## src/rtl/updown_pkg.sv

```systemverilog
// Shared encodings for the up/down modulus counter: count direction and limit mode.
package updown_pkg;

  typedef enum logic {
    DIR_UP = 1'b0,
    DIR_DN = 1'b1
  } dir_e;

  typedef enum int {
    MODE_WRAP = 0,
    MODE_SAT  = 1
  } mode_e;

endpackage

```

## src/rtl/updown_mod_counter.sv

```systemverilog
// Cascadable up/down counter over 0..MAX with wrap or saturate behaviour at the limits,
// registered carry/borrow/saturate pulses and a combinational terminal count for chaining.
module updown_mod_counter
  import updown_pkg::*;
#(
  parameter int WIDTH    = 8,
  parameter int SATURATE = 0
) (
  input  logic             CLK,
  input  logic             MRn,
  input  logic             SCLR,
  input  logic             NoLoad,
  input  logic             EN,
  input  logic             Dn,
  input  logic             CI,
  input  logic [WIDTH-1:0] D,
  input  logic [WIDTH-1:0] MAX,
  output logic [WIDTH-1:0] Q,
  output logic             CO,
  output logic             BO,
  output logic             SAT,
  output logic             TC
);

  localparam bit HOLD_AT_LIMIT = (SATURATE == MODE_SAT);

  logic [WIDTH-1:0] q_q, q_d;
  logic             co_q, co_d;
  logic             bo_q, bo_d;
  logic             sat_q, sat_d;
  logic             step;
  logic             dir_down;

  assign step     = EN & CI;
  assign dir_down = (Dn == DIR_DN);

  // Flags default low so every edge that is not the triggering step clears them.
  always_comb begin
    q_d   = q_q;
    co_d  = 1'b0;
    bo_d  = 1'b0;
    sat_d = 1'b0;
    if (SCLR) begin
      q_d = '0;
    end else if (!NoLoad) begin
      q_d = D;
    end else if (step) begin
      if (!dir_down) begin
        // ">=" so an out-of-range load still terminates an up count.
        if (q_q >= MAX) begin
          if (HOLD_AT_LIMIT) begin
            q_d   = MAX;
            sat_d = 1'b1;
          end else begin
            q_d  = '0;
            co_d = 1'b1;
          end
        end else begin
          q_d = q_q + WIDTH'(1);
        end
      end else begin
        if (q_q == '0) begin
          if (HOLD_AT_LIMIT) begin
            sat_d = 1'b1;
          end else begin
            q_d  = MAX;
            bo_d = 1'b1;
          end
        end else begin
          q_d = q_q - WIDTH'(1);
        end
      end
    end
  end

  always_ff @(posedge CLK or negedge MRn) begin
    if (!MRn) begin
      q_q   <= '0;
      co_q  <= 1'b0;
      bo_q  <= 1'b0;
      sat_q <= 1'b0;
    end else begin
      q_q   <= q_d;
      co_q  <= co_d;
      bo_q  <= bo_d;
      sat_q <= sat_d;
    end
  end

  assign Q   = q_q;
  assign CO  = co_q;
  assign BO  = bo_q;
  assign SAT = sat_q;
  assign TC  = step & (dir_down ? (q_q == '0) : (q_q >= MAX));

endmodule

```

## config.mk

```make
export PLATFORM = sky130hd
export DESIGN_NAME = updown_mod_counter
export DESIGN_NICKNAME = d
export VERILOG_FILES = /design/src/rtl/updown_pkg.sv /design/src/rtl/updown_mod_counter.sv
export SDC_FILE = /design/constraint.sdc
export NUM_CORES = 1
export LEC_CHECK = 0
export BUFFER_PORTS_ARGS = -buffer_cell sky130_fd_sc_hd__buf_2
export CAP_MARGIN = 20
export CORE_MARGIN = 2
export CORE_UTILIZATION = 40
export DETAILED_ROUTE_END_ITERATION = 8
export GPL_TIMING_DRIVEN = 0
export HOLD_SLACK_MARGIN = 0.02
export PLACE_DENSITY = 0.62
export SLEW_MARGIN = 10
export SYNTH_ARGS = -nofsm -noshare
export SYNTH_HDL_FRONTEND = slang
export SYNTH_SLANG_ARGS = --single-unit
```

## constraint.sdc

```tcl
create_clock -name CLK -period 3.65 [get_ports CLK]
set_input_delay 0 -clock CLK [delete_from_list [all_inputs] [get_ports CLK]]
set_output_delay 0 -clock CLK [all_outputs]
set_load 0.005 [all_outputs]
```

## Yosys cells after proc, flatten, opt, wreduce, memory -nomap -nowiden

Index checks and enable logic that the tools add are counted.

- Bitwise gates (word level): 2
- Muxes and demuxes: 17
- Reductions and logical operators: 1
- $lt $le $gt $ge: 1
- Shift operators: 0
- Equality and inequality tests: 1
- Divide/modulo/power cells: 0
- $mul: 0
- Add/sub/neg operators: 2

Operators by type and width:

| kind | count |
|---|---|
| 8-bit 2-to-1 mux | 6 |
| 1-bit 2-to-1 mux | 11 |
| 8-bit by 1-bit adder with 8-bit output (second input constant) | 1 |
| 8-bit greater-or-equal comparator | 1 |
| 8-bit zero test | 1 |
| 8-bit by 1-bit subtractor with 8-bit output (second input constant) | 1 |
| 3-bit by 2-bit inequality test with 1-bit output (second input constant) | 1 |
| 1-bit bitwise AND | 2 |

- Bits in latches: 0
- Memories kept: 0
- Output and inout bits: 12
- ROM bits: 0
- Word-level logic and storage cells: 27
- Bits in writable memories: 0
- Bits in registers: 10
- Input bits: 23

## Longest topological paths before layout

- Word-level depth: 6
- Mapped depth: 8
- Gate-level depth less buffers: 7

## Worst setup path before layout

OpenSTA, ideal clock, no wires.

- Kind: flip-flop to flip-flop
- From: register q_q[1], in the netlist Q[1]
- To: register q_q[7], in the netlist Q[7]
- Data arrival time: 2.099 ns
- Stages on the path, launching flop included: 7
- Library setup time: 0.099 ns
- Path buffers: 0
- Slack: 1.452 ns
- Clock period less this slack: 2.198 ns
- Required time: 3.551 ns
- Cell sequence: dfrtp_1 > ha_1 > or4_1 > a21oi_1 > o311ai_2 > or3_1 > a311oi_1

- Cells in the longest elaborated chain, start to end: 6
- Elaborated cells on any way between the ends: 10
- Classes of those cells: add/sub (2); order compare (1); mux (6); reduce/logical (1)

Ends and longest elaborated chain:

| what | RTL line | RTL |
|---|---|---|
| from (decl) | updown_mod_counter.sv:27 | `logic [WIDTH-1:0] q_q, q_d;` |
| from (signal assigned) | updown_mod_counter.sv:83 | `q_q <= q_d;` |
| 8-bit by 1-bit adder with 8-bit output, or another cell as far along | updown_mod_counter.sv:59 | `q_d = q_q + WIDTH'(1);` |
| 8-bit 2-to-1 mux (on tied branches) | updown_mod_counter.sv:50, updown_mod_counter.sv:62 |  |
| 8-bit 2-to-1 mux (*) | updown_mod_counter.sv:48 | `if (!dir_down) begin` |
| 8-bit 2-to-1 mux (*) | updown_mod_counter.sv:47 | `end else if (step) begin` |
| 8-bit 2-to-1 mux (*) | updown_mod_counter.sv:45 | `end else if (!NoLoad) begin` |
| 8-bit 2-to-1 mux (*) | updown_mod_counter.sv:43 | `if (SCLR) begin` |

Every way passes the cells marked *; elsewhere a longest branch is shown, timed or not. The select of a mux whose other input is x is not followed.
A chain may end at the register's enable or synchronous reset.

## Final worst setup path

Same ends and word-level chain as after synthesis.

==> impl_metrics.env <==
export IMPL_comb_power_share_pct=42.1
export IMPL_grt_total_usage_pct=20.96
export IMPL_post_route_util_pct=51.04
export IMPL_critPathKind="flip-flop to flip-flop"
export IMPL_yosys_area_share_simple_pct=23.56
export IMPL_start_kind="flip-flop"
export IMPL_netlist_area_mm2=0.001152
export IMPL_rows=19
export IMPL_crit_path_max_fanout=10
export IMPL_postCtsResizedCells=0
export IMPL_hpwl_mm=2.520
export IMPL_finalCritPeriodShare_pct=68.32
export IMPL_pre_cts_slack_ps=1183
export IMPL_place_congestion=0.8844
export IMPL_seqPwrFrac_pct=32.8
export IMPL_drv_slew=0
export IMPL_synth_seq_cells=10
export IMPL_synthMuxAreaShare_pct=1.846
export IMPL_power_uw=406.8
export IMPL_overflow=0
export IMPL_ioPinCount=35
export IMPL_p_clk_share_pct=25.2
export IMPL_yosysWarnings=0
export IMPL_synth_ff_type="dfrtp_1"
export IMPL_internal_power_uw=254.9
export IMPL_setup_ws_ps=1156
export IMPL_grt_max_degree=11
export IMPL_diodes=0
export IMPL_synth_edf_count=0
export IMPL_final_cell_mix="buf_2, nor2_1, nand2_1"
export IMPL_slew_headroom_pct=51.57
export IMPL_holdWs_ps=93.37
export IMPL_first_global_vias=1216
export IMPL_tns_ps=0
export IMPL_die_area_mm2=0.003326
export IMPL_antenna_found_initial=0
export IMPL_cts_sinks=10
export IMPL_num_vias=1272
export IMPL_hold_viol=0
export IMPL_final_common_cell="buf_2"
export IMPL_dr_first_iter_drc_count=26
export IMPL_clk_latency_ps=270
export IMPL_clock_skew_ps=8.081
export IMPL_synthXorXnorAreaFrac_pct=5.320
export IMPL_synthCells=151
export IMPL_avgSynthCellArea_um2=7.631
export IMPL_cts_setup_buffers=0
export IMPL_clock_fmax_mhz=401.0
export IMPL_synth_compound_area_share_pct=27.25
export IMPL_holdCritPathClass="primary input to flip-flop"
export IMPL_async_reset_ff_share_pct=100.0
export IMPL_first_pass_iters=4
export IMPL_crit_arrival_ps=2660
export IMPL_power_switching_uw=151.9
export IMPL_io_buffers=32
export IMPL_required_ps=3820
export IMPL_leakage_nw=0.6811
export IMPL_coreArea_mm2=0.002758
export IMPL_fillCellCount=289
export IMPL_ant_nets=0
export IMPL_outcome="finished clean"
export IMPL_rsz0062_at_grt="no"
export IMPL_ir_drop_mv=0.2888
export IMPL_wl_per_cell_um=14.65
export IMPL_end_kind="flip-flop"
export IMPL_fin_crit_ps=2494
export IMPL_powerDensity_mw_per_mm2=289.0
export IMPL_drc=0
export IMPL_wl_mm=3.223
export IMPL_drive_gt1_share_pct=22.22
export IMPL_cts_tree="built"
export IMPL_switching_share_pct=37.33
export IMPL_htreeDepth=1
export IMPL_worstMarginPinSlew_ps=725.2
export IMPL_cts_buffers=3
export IMPL_setup_viol=0
export IMPL_die_w_um=57.68
export IMPL_syn_nets=185
export IMPL_clockBufferDepth=2
export IMPL_die_h_um=57.68
export IMPL_synth_top_family_by_area="compound AO/OA/AOI/OAI gates"
export IMPL_ctsHoldBuffers=2
export IMPL_drv_cap=0
export IMPL_synth_cell_types=42
export IMPL_path_clk_slew_ps=60
export IMPL_synth_seq_area_share_pct=21.72
export IMPL_root_buffer="clkbuf_4"
export IMPL_start_util_pct=41.79
export IMPL_layout_nets=224
export IMPL_viasPerCell=5.782
export IMPL_grt_first_pass_wirelength_mm=5.513
export IMPL_syn_to_final_growth_pct=22.15
export IMPL_synthAdderAreaFrac_pct=11.94
==> logic make-up after synthesis <==
family	after synthesis
muxes	2
other	1
AOI/OAI and AO/OA	44
adders and majority gates	11
and+or+nand+nor	55
DFF	10
xor gates and xnor gates	7
buffers and inverters	21
==> power by group through the flow <==
stage / registers [mW] / clock network, mW / logic (mW)
2_1_floorplan: 0.132 / 0 / 0.117
3_3_place_gp: 0.135 / 0 / 0.163
3_5_place_dp: 0.135 / 0 / 0.168
4_1_cts: 0.133 / 0.104 / 0.171
5_1_grt: 0.135 / 0.108 / 0.195
6_report: 0.133 / 0.102 / 0.171
==> metal layers <==
| layer | vias up | share of wire, % | GRT usage, % |
|---|---|---|---|
| li1 | 622 | - | - |
| met1 | 612 | 45 | 28.37 |
| met2 | 36 | 49 | 35.39 |
| met3 | 2 | 4.5 | 4.018 |
| met4 | 0 | 0.56 | 3.322 |
| met5 | - | 0 | 0 |
==> layout make-up <==
class	count	area, um2	share of cell area (%)
plain buffers	9	47.55	3.378
clock buffers	4	36.28	2.578
inverters	12	45.04	3.200
multi-input cells	120	809.5	57.51
flip-flops and latches	10	250.2	17.78
well taps	31	38.79	2.756
repair buffers	34	180.2	12.80
==> through the flow <==
stage / instance area, um2 / cells
2_1_floorplan: 1152 / 151
3_3_place_gp: 1351 / 214
3_5_place_dp: 1351 / 214
4_1_cts: 1408 / 220
5_1_grt: 1408 / 220
6_report: 1408 / 220
==> critical path, stage by stage, from the launching register on <==
cell      delay (ps)
dfrtp_1          480
ha_1             260
or4_1            540
a21oi_1          210
o311ai_2         270
or3_1            380
a311oi_1         250
==> worst paths after layout <==
kind                                       start               end  slack, ps  cells after the start
worst max-delay path            Q[1]$_DFFE_PN0P_  Q[7]$_DFFE_PN0P_       1160                      6
worst min-delay path                        D[1]  Q[1]$_DFFE_PN0P_         90                      4
worst max register to register  Q[1]$_DFFE_PN0P_  Q[7]$_DFFE_PN0P_       1160                      6
worst min register to register  Q[7]$_DFFE_PN0P_  Q[7]$_DFFE_PN0P_        690                      2
max in group asynchronous                    MRn  Q[1]$_DFFE_PN0P_       3330                      2
min in group asynchronous                    MRn  Q[2]$_DFFE_PN0P_        110                      2
==> state kept, by name, indices dropped and copies added (netlist names) <==
signal and flops:
BO 1, Q 8, CO 1
==> synth_stat cells, types with 3 or more instances <==
cell      count  area share, %
nand3_1       4            1.7
or4_1         3            2.0
clkbuf_1      5            1.6
o31ai_1       3            2.0
or3_1         3            1.6
a21oi_1      11            4.8
o31a_1        3            2.3
a311oi_1      3            2.3
a211oi_1      3            2.0
nor3_1        7            3.0
inv_1        11            3.6
nand2b_1      7            3.8
dfrtp_1      10             22
nand2_1      12            3.9
ha_1         11             12
nor2_1       14            4.6
a31oi_1       3            1.6
xnor2_1       4            3.0
a22o_1        3            2.3
xor2_1        3            2.3
o21ai_0       4            1.7
(Power assumes the default switching activity.)
